`src/rtl/inst_fetch_ctrl_pkg.sv`:
```
`default_nettype none
// ============================================================================
// inst_fetch_ctrl_pkg -- shared types and constants for the instruction fetch
// Revision: 1.0
// ============================================================================
package inst_fetch_ctrl_pkg;

    typedef enum logic [2:0] {
        S_IDLE    = 3'd0,
        S_ADDR    = 3'd1,
        S_DATA    = 3'd2,
        S_DONE    = 3'd3,
        S_DISCARD = 3'd4
    } fetch_state_t;

    localparam logic [1:0] RESP_OKAY   = 2'b00;
    localparam logic [2:0] ARPROT_INST = 3'b100;

    // MIPS-style cause codes for the fetch-side exceptions
    typedef logic [4:0] exc_code_t;
    localparam exc_code_t EXC_NONE   = 5'h00;
    localparam exc_code_t EXC_ADEL   = 5'h04;
    localparam exc_code_t EXC_BUSERR = 5'h06;

endpackage
`default_nettype wire

```
`src/rtl/inst_fetch_ctrl.sv`:
```
`default_nettype none
// ============================================================================
// inst_fetch_ctrl -- single-outstanding AXI-Lite instruction fetch controller
// Revision: 1.0
// ============================================================================
module inst_fetch_ctrl
    import inst_fetch_ctrl_pkg::*;
#(
    parameter int         ADDR_W     = 32,
    parameter int         DATA_W     = 32,
    parameter logic [2:0] ARPROT_VAL = ARPROT_INST
) (
    input  logic              clk,
    input  logic              rst,
    input  logic [ADDR_W-1:0] pc_i,
    input  logic              fetch_en_i,
    input  logic [5:0]        stall_i,
    input  logic              flush_i,
    output logic [ADDR_W-1:0] araddr,
    output logic [2:0]        arprot,
    output logic              arvalid,
    input  logic              arready,
    input  logic [DATA_W-1:0] rdata,
    input  logic [1:0]        rresp,
    input  logic              rvalid,
    output logic              rready,
    output logic [DATA_W-1:0] inst_o,
    output logic              inst_valid_o,
    output logic              stallreq_o,
    output logic              exc_adel_o,
    output logic              exc_buserr_o
);

    fetch_state_t      state, state_nx;
    logic [ADDR_W-1:0] fetch_addr, fetch_addr_nx;
    logic [DATA_W-1:0] inst_word, inst_word_nx;
    exc_code_t         exc_code, exc_code_nx;
    logic              discard, discard_nx;

    // Only the PC-stage hold bit matters to fetch
    logic unused_stall;
    assign unused_stall = ^stall_i[5:1];

    always_ff @(posedge clk) begin
        if (rst) begin
            state      <= S_IDLE;
            fetch_addr <= '0;
            inst_word  <= '0;
            exc_code   <= EXC_NONE;
            discard    <= 1'b0;
        end else begin
            state      <= state_nx;
            fetch_addr <= fetch_addr_nx;
            inst_word  <= inst_word_nx;
            exc_code   <= exc_code_nx;
            discard    <= discard_nx;
        end
    end

    always_comb begin
        state_nx      = state;
        fetch_addr_nx = fetch_addr;
        inst_word_nx  = inst_word;
        exc_code_nx   = exc_code;
        discard_nx    = discard;
        case (state)
            S_IDLE: begin
                inst_word_nx = '0;
                exc_code_nx  = EXC_NONE;
                if (fetch_en_i && !flush_i) begin
                    fetch_addr_nx = pc_i;
                    if (pc_i[1:0] != 2'b00) begin
                        exc_code_nx = EXC_ADEL;
                        state_nx    = S_DONE;
                    end else begin
                        state_nx = S_ADDR;
                    end
                end
            end
            S_ADDR: begin
                // A flush cannot retract arvalid; remember it and drain the read
                if (arready) begin
                    state_nx   = (discard || flush_i) ? S_DISCARD : S_DATA;
                    discard_nx = 1'b0;
                end else if (flush_i) begin
                    discard_nx = 1'b1;
                end
            end
            S_DATA: begin
                if (flush_i) begin
                    state_nx = rvalid ? S_IDLE : S_DISCARD;
                end else if (rvalid) begin
                    state_nx = S_DONE;
                    if (rresp == RESP_OKAY) begin
                        inst_word_nx = rdata;
                    end else begin
                        inst_word_nx = '0;
                        exc_code_nx  = EXC_BUSERR;
                    end
                end
            end
            S_DONE: begin
                if (flush_i || !stall_i[0]) begin
                    state_nx     = S_IDLE;
                    inst_word_nx = '0;
                    exc_code_nx  = EXC_NONE;
                end
            end
            S_DISCARD: begin
                if (rvalid) begin
                    state_nx = S_IDLE;
                end
            end
            default: begin
                state_nx = S_IDLE;
            end
        endcase
    end

    assign araddr       = fetch_addr;
    assign arprot       = ARPROT_VAL;
    assign arvalid      = (state == S_ADDR);
    assign rready       = (state == S_DATA) || (state == S_DISCARD);
    assign inst_o       = inst_word;
    assign inst_valid_o = (state == S_DONE);
    assign exc_adel_o   = (exc_code == EXC_ADEL);
    assign exc_buserr_o = (exc_code == EXC_BUSERR);
    assign stallreq_o   = (state == S_ADDR) || (state == S_DATA) ||
                          (state == S_DISCARD) || ((state == S_IDLE) && fetch_en_i);

endmodule
`default_nettype wire

```
`config.mk`:
```
export PLATFORM = sky130hd
export DESIGN_NAME = inst_fetch_ctrl
export DESIGN_NICKNAME = d
export VERILOG_FILES = /design/src/rtl/inst_fetch_ctrl_pkg.sv /design/src/rtl/inst_fetch_ctrl.sv
export SDC_FILE = /design/constraint.sdc
export NUM_CORES = 1
export LEC_CHECK = 0
export ABC_CLOCK_PERIOD_IN_PS = 4700
export CORE_UTILIZATION = 40
export DETAILED_ROUTE_END_ITERATION = 8
export PLACE_DENSITY = 0.81
export SYNTH_ARGS = -nofsm -noshare
export SYNTH_HDL_FRONTEND = slang
export SYNTH_SLANG_ARGS = --single-unit
```
`constraint.sdc`:
```
create_clock -name clk -period 4.7 [get_ports clk]
set_input_delay 0.705 -clock clk [delete_from_list [all_inputs] [get_ports clk]]
set_output_delay 0.705 -clock clk [all_outputs]
set_load 0.005 [all_outputs]
```
### After elaboration in Yosys (flattened, before gate mapping)

Cells that the tools add are included.

| operators by class | value |
|---|---|
| reduce and logical (&&, ||, !) cells | 20 |
| multiplexer cells | 24 |
| equal/unequal tests | 14 |

Operators with widths:

| operator | number |
|---|---|
| two-way mux 32 bit | 4 |
| one-hot mux 32 bit (3 select lines) | 1 |
| two-way mux 3 bit | 10 |
| two-way mux 5 bit | 4 |
| one-hot mux 3 bit (5 select lines) | 1 |
| one-hot mux 5 bit (3 select lines) | 1 |
| equality test 5 x 3 -> 1 bit, second input constant | 2 |
| != test 2 bit, second input constant | 5 |
| AND reduction 5 bit | 2 |
| equality test 3 x 2 -> 1 bit, second input constant | 2 |
| logical OR 1 bit | 6 |
| != test 2 x 1 -> 1 bit, second input constant | 2 |
| AND reduction 2 bit | 2 |
| AND reduction 4 bit | 1 |
| nonzero test 2 bit | 2 |
| equality test 3 x 1 -> 1 bit, second input constant | 1 |
| equality test 3 bit, second input constant | 1 |
| logical NOT 3 bit | 1 |
| != test 3 bit, second input constant | 1 |
| nonzero test 3 bit | 1 |
| logical AND 1 bit | 2 |
| logical NOT 1 bit | 2 |
| logical NOT 2 bit | 1 |
| two-way mux 1 bit | 2 |
| two-way mux 2 bit | 1 |

| word-level totals | value |
|---|---|
| output and inout port bits | 73 |
| logic and storage cells | 63 |
| bits in registers | 73 |
| input port bits | 78 |

### Depth between registers and ports, before layout

Gate-level depths: netlist of the first run.

| logic depth | value |
|---|---|
| depth after elaboration | 5 |
| gate-level depth with buffers | 7 |
| gate-level depth less buffers | 4 |

### Worst setup path after synthesis of the first run

Ideal clock, no wire load.

| path | value |
|---|---|
| path type | in2reg |
| start point | input flush_i |
| end point | register fetch_addr[2] (netlist: araddr[2]) |
| cell stages on the path | 7 |
| data arrival time | 1,854 ps |
| path buffers | 3 |
| path slack | 2,713 ps |
| library setup time | 132 ps |
| required time | 4,568 ps |
| path through | buf_2 -> nand2b_1 -> or4_1 -> clkbuf_1 -> clkbuf_1 -> nand2_1 -> a21oi_1 |

| on the way | value |
|---|---|
| word-level cells in the longest chain between the ends | 3 |

Ends and longest elaborated chain:

| item | RTL line | source |
|---|---|---|
| start: declaration | inst_fetch_ctrl.sv:18 | `input logic flush_i,` |
| logical NOT 1 bit | inst_fetch_ctrl.sv:70 | `if (fetch_en_i && !flush_i) begin` |
| logical AND 1 bit | inst_fetch_ctrl.sv:70 |  |
| AND reduction 2 bit (no source line) | -- |  |
| end signal: assignment | inst_fetch_ctrl.sv:53 | `fetch_addr <= fetch_addr_nx;` |
| end: declaration | inst_fetch_ctrl.sv:35 | `logic [ADDR_W-1:0] fetch_addr, fetch_addr_nx;` |

Every way passes these cells.
A chain may end at the register's enable or synchronous reset.

### Worst setup path after layout of the first run

| path | value |
|---|---|
| start point | input fetch_en_i |
| end point | output stallreq_o |

| on the way | value |
|---|---|
| word-level cells in the longest chain between the ends | 2 |

Ends and longest elaborated chain:

| item | RTL line | source |
|---|---|---|
| start: declaration | inst_fetch_ctrl.sv:16 | `input logic fetch_en_i,` |
| logical AND 1 bit | inst_fetch_ctrl.sv:129 | `(state == S_DISCARD) \|\| ((state == S_IDLE) && fetch_en_i);` |
| logical OR 1 bit | inst_fetch_ctrl.sv:129 |  |
| end: declaration | inst_fetch_ctrl.sv:29 | `output logic stallreq_o,` |

Every way passes these cells.

==> impl_metrics.ini, run 1 <==
[run_status]
status = completed

[die]
die_w_um = 87.08
design.die.area_sq_um = 7582
initial_core_util_pct = 41.92
die_h_um = 87.08
ios = 151
fp-row-count = 30
coreArea_sq_um = 6907

[power_and_ir_drop]
leakagePower_nw = 1.489
p_per_area_nw_per_um2 = 382.1
ir_worst_vdd_uv = 365.3

[clocking]
cts_buffers = 9
clock_sinks = 70
worstSkewPairLatency_ns = 0.33
htreeDepth = 3
postCtsHoldBufs = 0
cts.clk_slew.worst_paths_ns = 0.07
cts_resized = 0
cts_root_buf = clkbuf_8
cts_setup_buffers = 0
tritoncts = built
cts_buffer_depth = 2

[synthesis]
synth_top_cell_area_share_pct = 48.40
yosysWarnings = 0
yosys.area.top_type = dfxtp_1
yosysSeqAreaShare_pct = 48.40
synthTopCellsByArea = dfxtp_1, a21oi_1, nand2_1
ys_ff_latch = 70
netlist_area_sq_um = 2895
synth.distinct_cells = 37
synth_cells = 360
syn-mean-instance-area_sq_um = 8.042

[worst_setup_path]
cp_common_cell = clkdlybuf4s50_1
criticalPathCategory = primary input to output port
crit_chain = clkdlybuf4s50_1 > or4_1 > and3_1 > clkdlybuf4s50_1
crit_slowest_cell = clkdlybuf4s50_1
worstPathRequired_ns = 3.99
critPathTopFamily = buffers and inverters
endpoint_kind = output port
critical-path-max-stage-delay_ns = 0.46
critPathLaunchType = primary input
crit_buf_inv = 2
crit_fanout = 3
worst_ep_arrival_time_ns = 2.14

[cells_and_area]
final_common_cell = clkdlybuf4s50_1
layout-drive-gt1-share_pct = 5.372
nets = 557
register_area_sq_um = 1401
final_cell_mix = clkdlybuf4s50_1, dfxtp_1, nand2_1, a21oi_1
num-fill-cells = 598
antennaDiodeCount = 0
multi_input_area_sq_um = 1354
final_util_pct = 65.11
syn2layout_area_growth_pct = 55.32

[routing]
route.detailed.drc = 0
wl_met1_mm = 3.523
ant_nets = 0
via_per_inst = 5.162
top_layer_used = met4
vias = 2994
drt_iter0_markers = 112
detail_route.first_pass.iterations = 4
wl_met2_mm = 3.912
drt_wl_total_mm = 8.079
wl_per_cell_um = 13.93
dr_wl_met3_um = 501

[sta]
whs_ns = 0.4543
setup_viol = 0
setup_slack_ns = 1.852
skew_ns = 0.005954
max_freq_mhz = 351.1
maxSlewHeadroom_pct = 15.69
tightest_slew_ns = 1.261
fin_crit_sh_pct = 60.59
finalHoldViolCount = 0
period_minus_slack_ns = 2.848
slew_violations = 0
fin_setup_tns_ns = 0
rsz0062_at_grt = false

[global_route]
grt_pass1_vias = 2719
grt_use_total_pct = 21.51
antenna_found_initial = 0
grt_pass1_wl_mm = 12.81
grt_max_degree = 40
grt.overflow.total = 0

[job]
maxCapViolCount = 0

[placement]
hpwlAfterDp_mm = 5.442
numPortBuffers = 142
pre_cts_ws_ns = 1.606
gp_congestion = 0.7731

[hold_path]
hold_path_class = flip-flop to flip-flop
-- tightest hold or removal path, cell delays in order, from the launching register on --
cell	delay, ns
dfxtp_1	0.31
nand2_1	0.05
a21oi_1	0.05
-- report_power, final --
| group | internal [mW] | switching [mW] |
|---|---|---|
| Clock | 0.204 | 0.216 |
| Sequential | 0.652 | 0.0665 |
| Combinational | 0.264 | 0.316 |
| Total | 1.12 | 0.598 |
-- registers in the layout, indices dropped and copies added (netlist names) --
signal and count:
araddr 32, inst_o 32, state 3, exc_code 2
discard 1
-- metrics by stage --
step	cell area (sq um)	std cells	power, mW
2_1_floorplan	2899	361	1.056
3_3_place_gp	4329	564	1.306
3_5_place_dp	4329	564	1.313
4_1_cts	4497	580	1.734
5_1_grt	4497	580	1.828
6_report	4497	580	1.718
-- final timing paths --
kind,startpoint,endpoint,slack [ns],cells past startpoint
setup / recovery,fetch_en_i,stallreq_o,1.85,4
setup reg to reg,state[0]$_SDFFE_PP0P_,exc_code[2]$_SDFFE_PP0P_,2.07,4
hold / removal,araddr[8]$_SDFFE_PP0P_,araddr[8]$_SDFFE_PP0P_,0.45,2
hold reg to reg,araddr[8]$_SDFFE_PP0P_,araddr[8]$_SDFFE_PP0P_,0.45,2
-- routing by layer --
| metal | track usage [%] | vias up |
|---|---|---|
| met5 | 0 | - |
| met2 | 35.65 | 95 |
| met4 | 8.182 | 0 |
| li1 | - | 1485 |
| met3 | 5.308 | 12 |
| met1 | 26.95 | 1402 |
-- final cells by class --
cell class | instances | area share, %
clock buffer | 12 | 3.228
clock inverter | 4 | 0.5008
inverter | 2 | 0.1669
multi-input combinational | 250 | 30.11
sequential | 70 | 31.16
tap | 96 | 2.671
timing repair buffer | 146 | 32.16
-- cells by family (layout without fill, tap and decap cells) --
group,Yosys count,in the layout,share of synthesized area (%)
compound gates,112,112,23.60
buf+inv,41,164,5.920
flops,70,70,48.40
mux,2,2,0.6915
other cells,2,3,0.2594
simple gates,133,133,21.13
-- Yosys cell counts, drive strengths merged --
library cell	instances
a21oi	66
o211ai	32
o21a	1
dfxtp	70
o32ai	1
buf	11
o31ai	2
or3	1
and3	1
nor3b	1
a211oi	3
nand3b	1
and3b	1
nand2b	7
nor2b	1
nor2	9
inv	2
a221oi	1
nand2	69
nor3	3
a21o	1
o21ai	2
o21ba	1
mux2i	2
nor4	2
a32oi	1
and2	1
or4	2
clkbuf	28
nand3	32
a211o	1
conb	2
or3b	2
No activity file was read; power rests on OpenSTA's default activity.
==> run 2: changes to the inputs <==
--- a/config.mk
+++ b/config.mk
@@ -5,10 +5,10 @@
 export SDC_FILE = /design/constraint.sdc
 export NUM_CORES = 1
 export LEC_CHECK = 0
-export ABC_CLOCK_PERIOD_IN_PS = 4700
-export CORE_UTILIZATION = 40
+export ABC_CLOCK_PERIOD_IN_PS = 2440
+export CORE_UTILIZATION = 36
 export DETAILED_ROUTE_END_ITERATION = 8
-export PLACE_DENSITY = 0.81
+export PLACE_DENSITY = 0.77
 export SYNTH_ARGS = -nofsm -noshare
 export SYNTH_HDL_FRONTEND = slang
 export SYNTH_SLANG_ARGS = --single-unit
==> constraint.sdc (replaced) <==
create_clock -name clk -period 2.44 [get_ports clk]
set_input_delay 0.366 -clock clk [delete_from_list [all_inputs] [get_ports clk]]
set_output_delay 0.366 -clock clk [all_outputs]
set_load 0.005 [all_outputs]
==> run 2 against run 1 <==
Effect of this change:
- clock skew is 0.0054 ns higher
- die area is 11% higher
- critical path depth is 1 lower
- sequential power is 92% higher
- register-to-register slack worse by 1.4 ns
- combinational power is 110% higher
- via count is 2.5% higher
- first-iteration DRC count is 7.1% higher
- routed wire length is 2.3% higher
- worst setup slack worse by 1.7 ns
- flip-flop and latch count stayed put
- critical path type is now flip-flop to output port
- highest routed layer unchanged
==> impl_metrics.ini, run 2 (same netlist as run 1, synthesis figures left out) <==
[run_status]
status = completed

[worst_setup_path]
criticalPathCategory = flip-flop to output port
crit_slowest_cell = or4_1
worstPathRequired_ns = 2.07
worst_ep_arrival_time_ns = 1.91
critical-path-max-stage-delay_ns = 0.55
critPathLaunchType = flip-flop
endpoint_kind = output port
crit_chain = or4_1 > and3_1 > clkdlybuf4s50_1
crit_fanout = 15

[global_route]
antenna_found_initial = 0
grt.overflow.total = 0
grt_pass1_wl_mm = 13.07
grt_max_degree = 40
grt_pass1_vias = 2880
grt_use_total_pct = 19.36

[clocking]
cts_root_buf = clkbuf_8
tritoncts = built
clock_sinks = 70
cts.clk_slew.worst_paths_ns = 0.07
cts_buffers = 9
htreeDepth = 3
worstSkewPairLatency_ns = 0.34
cts_buffer_depth = 2

[routing]
top_layer_used = met4
drt_wl_total_mm = 8.264
ant_nets = 0
dr_wl_met3_um = 753
via_per_inst = 5.186
wl_met1_mm = 3.472
route.detailed.drc = 0
wl_met2_mm = 3.902
detail_route.first_pass.iterations = 4
vias = 3070
wl_per_cell_um = 13.96
drt_iter0_markers = 120

[placement]
numPortBuffers = 142
place_inst = 576
hpwlAfterDp_mm = 5.638
gp_congestion = 0.8543

[die]
coreArea_sq_um = 7767
die_w_um = 91.68
design.die.area_sq_um = 8405
die_h_um = 91.68
ios = 151
fp-row-count = 32
initial_core_util_pct = 37.27

[cells_and_area]
nets = 563
final_common_cell = clkdlybuf4s50_1
final_cell_mix = clkdlybuf4s50_1, nand2_1, dfxtp_1, a21oi_1
finalNonFillerCells = 592
syn2layout_area_growth_pct = 59.08
layout-drive-gt1-share_pct = 7.551
antennaDiodeCount = 0

[power_and_ir_drop]
p_per_area_nw_per_um2 = 772.5
ir_worst_vdd_uv = 393.1
leakagePower_nw = 1.533
finalPower_mw = 3.558

[sta]
slew_violations = 0
setup_viol = 0
rsz0062_at_grt = false
finalHoldViolCount = 0
skew_ns = 0.01140
whs_ns = 0.4537
tightest_slew_ns = 0.7203
fin_crit_sh_pct = 93.47
max_freq_mhz = 438.5
period_minus_slack_ns = 2.281
maxSlewHeadroom_pct = 51.98
fin_setup_tns_ns = 0

[job]
maxCapViolCount = 0

[hold_path]
hold_path_class = flip-flop to flip-flop
## run 2: critical path, delay by kind of cell (launching register included)
kind                   cells  cell delay (ns)
and+or+nand+nor            2             0.72
buffers and inverters      1             0.46
DFF                        1             0.41
## run 2: report_power, final
part	switching, mW	internal [mW]	total [mW]
logic	0.641	0.580	1.22
registers	0.120	1.26	1.38
clock network	0.450	0.505	0.955
total	1.21	2.35	3.56
## run 2: metrics by stage
stage	setup slack [ns]	area (sq um)	util, %
floorplan	0.7925	2899	-
global placement	0.2421	4394	56.57
detailed placement	0.2322	4394	56.57
CTS	0.01587	4602	59.25
global route	0.07876	4606	59.29
finish	0.1593	4606	59.29
## run 2: final timing paths
| check | start | to | slack [ns] | cells after the start |
|---|---|---|---|---|
| max | state[2]$_SDFFE_PP0P_ | stallreq_o | 0.16 | 3 |
| min | araddr[3]$_SDFFE_PP0P_ | araddr[3]$_SDFFE_PP0P_ | 0.45 | 2 |
| max reg2reg | state[0]$_SDFFE_PP0P_ | state[1]$_SDFFE_PP0P_ | 0.66 | 5 |
| min reg2reg | araddr[3]$_SDFFE_PP0P_ | araddr[3]$_SDFFE_PP0P_ | 0.45 | 2 |
## run 2: area by class of cell
cell class / instances / area [sq um]
Clock buffer: 10 / 137.6
Clock inverter: 6 / 70.07
Fill cell: 708 / 3162
Inverter: 2 / 7.507
Multi-Input combinational cell: 250 / 1354
Sequential cell: 70 / 1405
Tap cell: 102 / 127.6
Timing Repair Buffer: 152 / 1504
## run 2: repair_timing
| item | in CTS | in global routing |
|---|---|---|
| hold buffers | 0 | 0 |
| gates resized for setup | 0 | 3 |
| setup buffers | 0 | 0 |
| setup endpoints to repair | 0 | 2 |
## run 2: metal layers
metal / vias up / global-route usage, %
met5: - / 0
met4: 0 / 6.746
met3: 13 / 7.794
met2: 118 / 31.70
met1: 1437 / 22.86
li1: 1502 / -
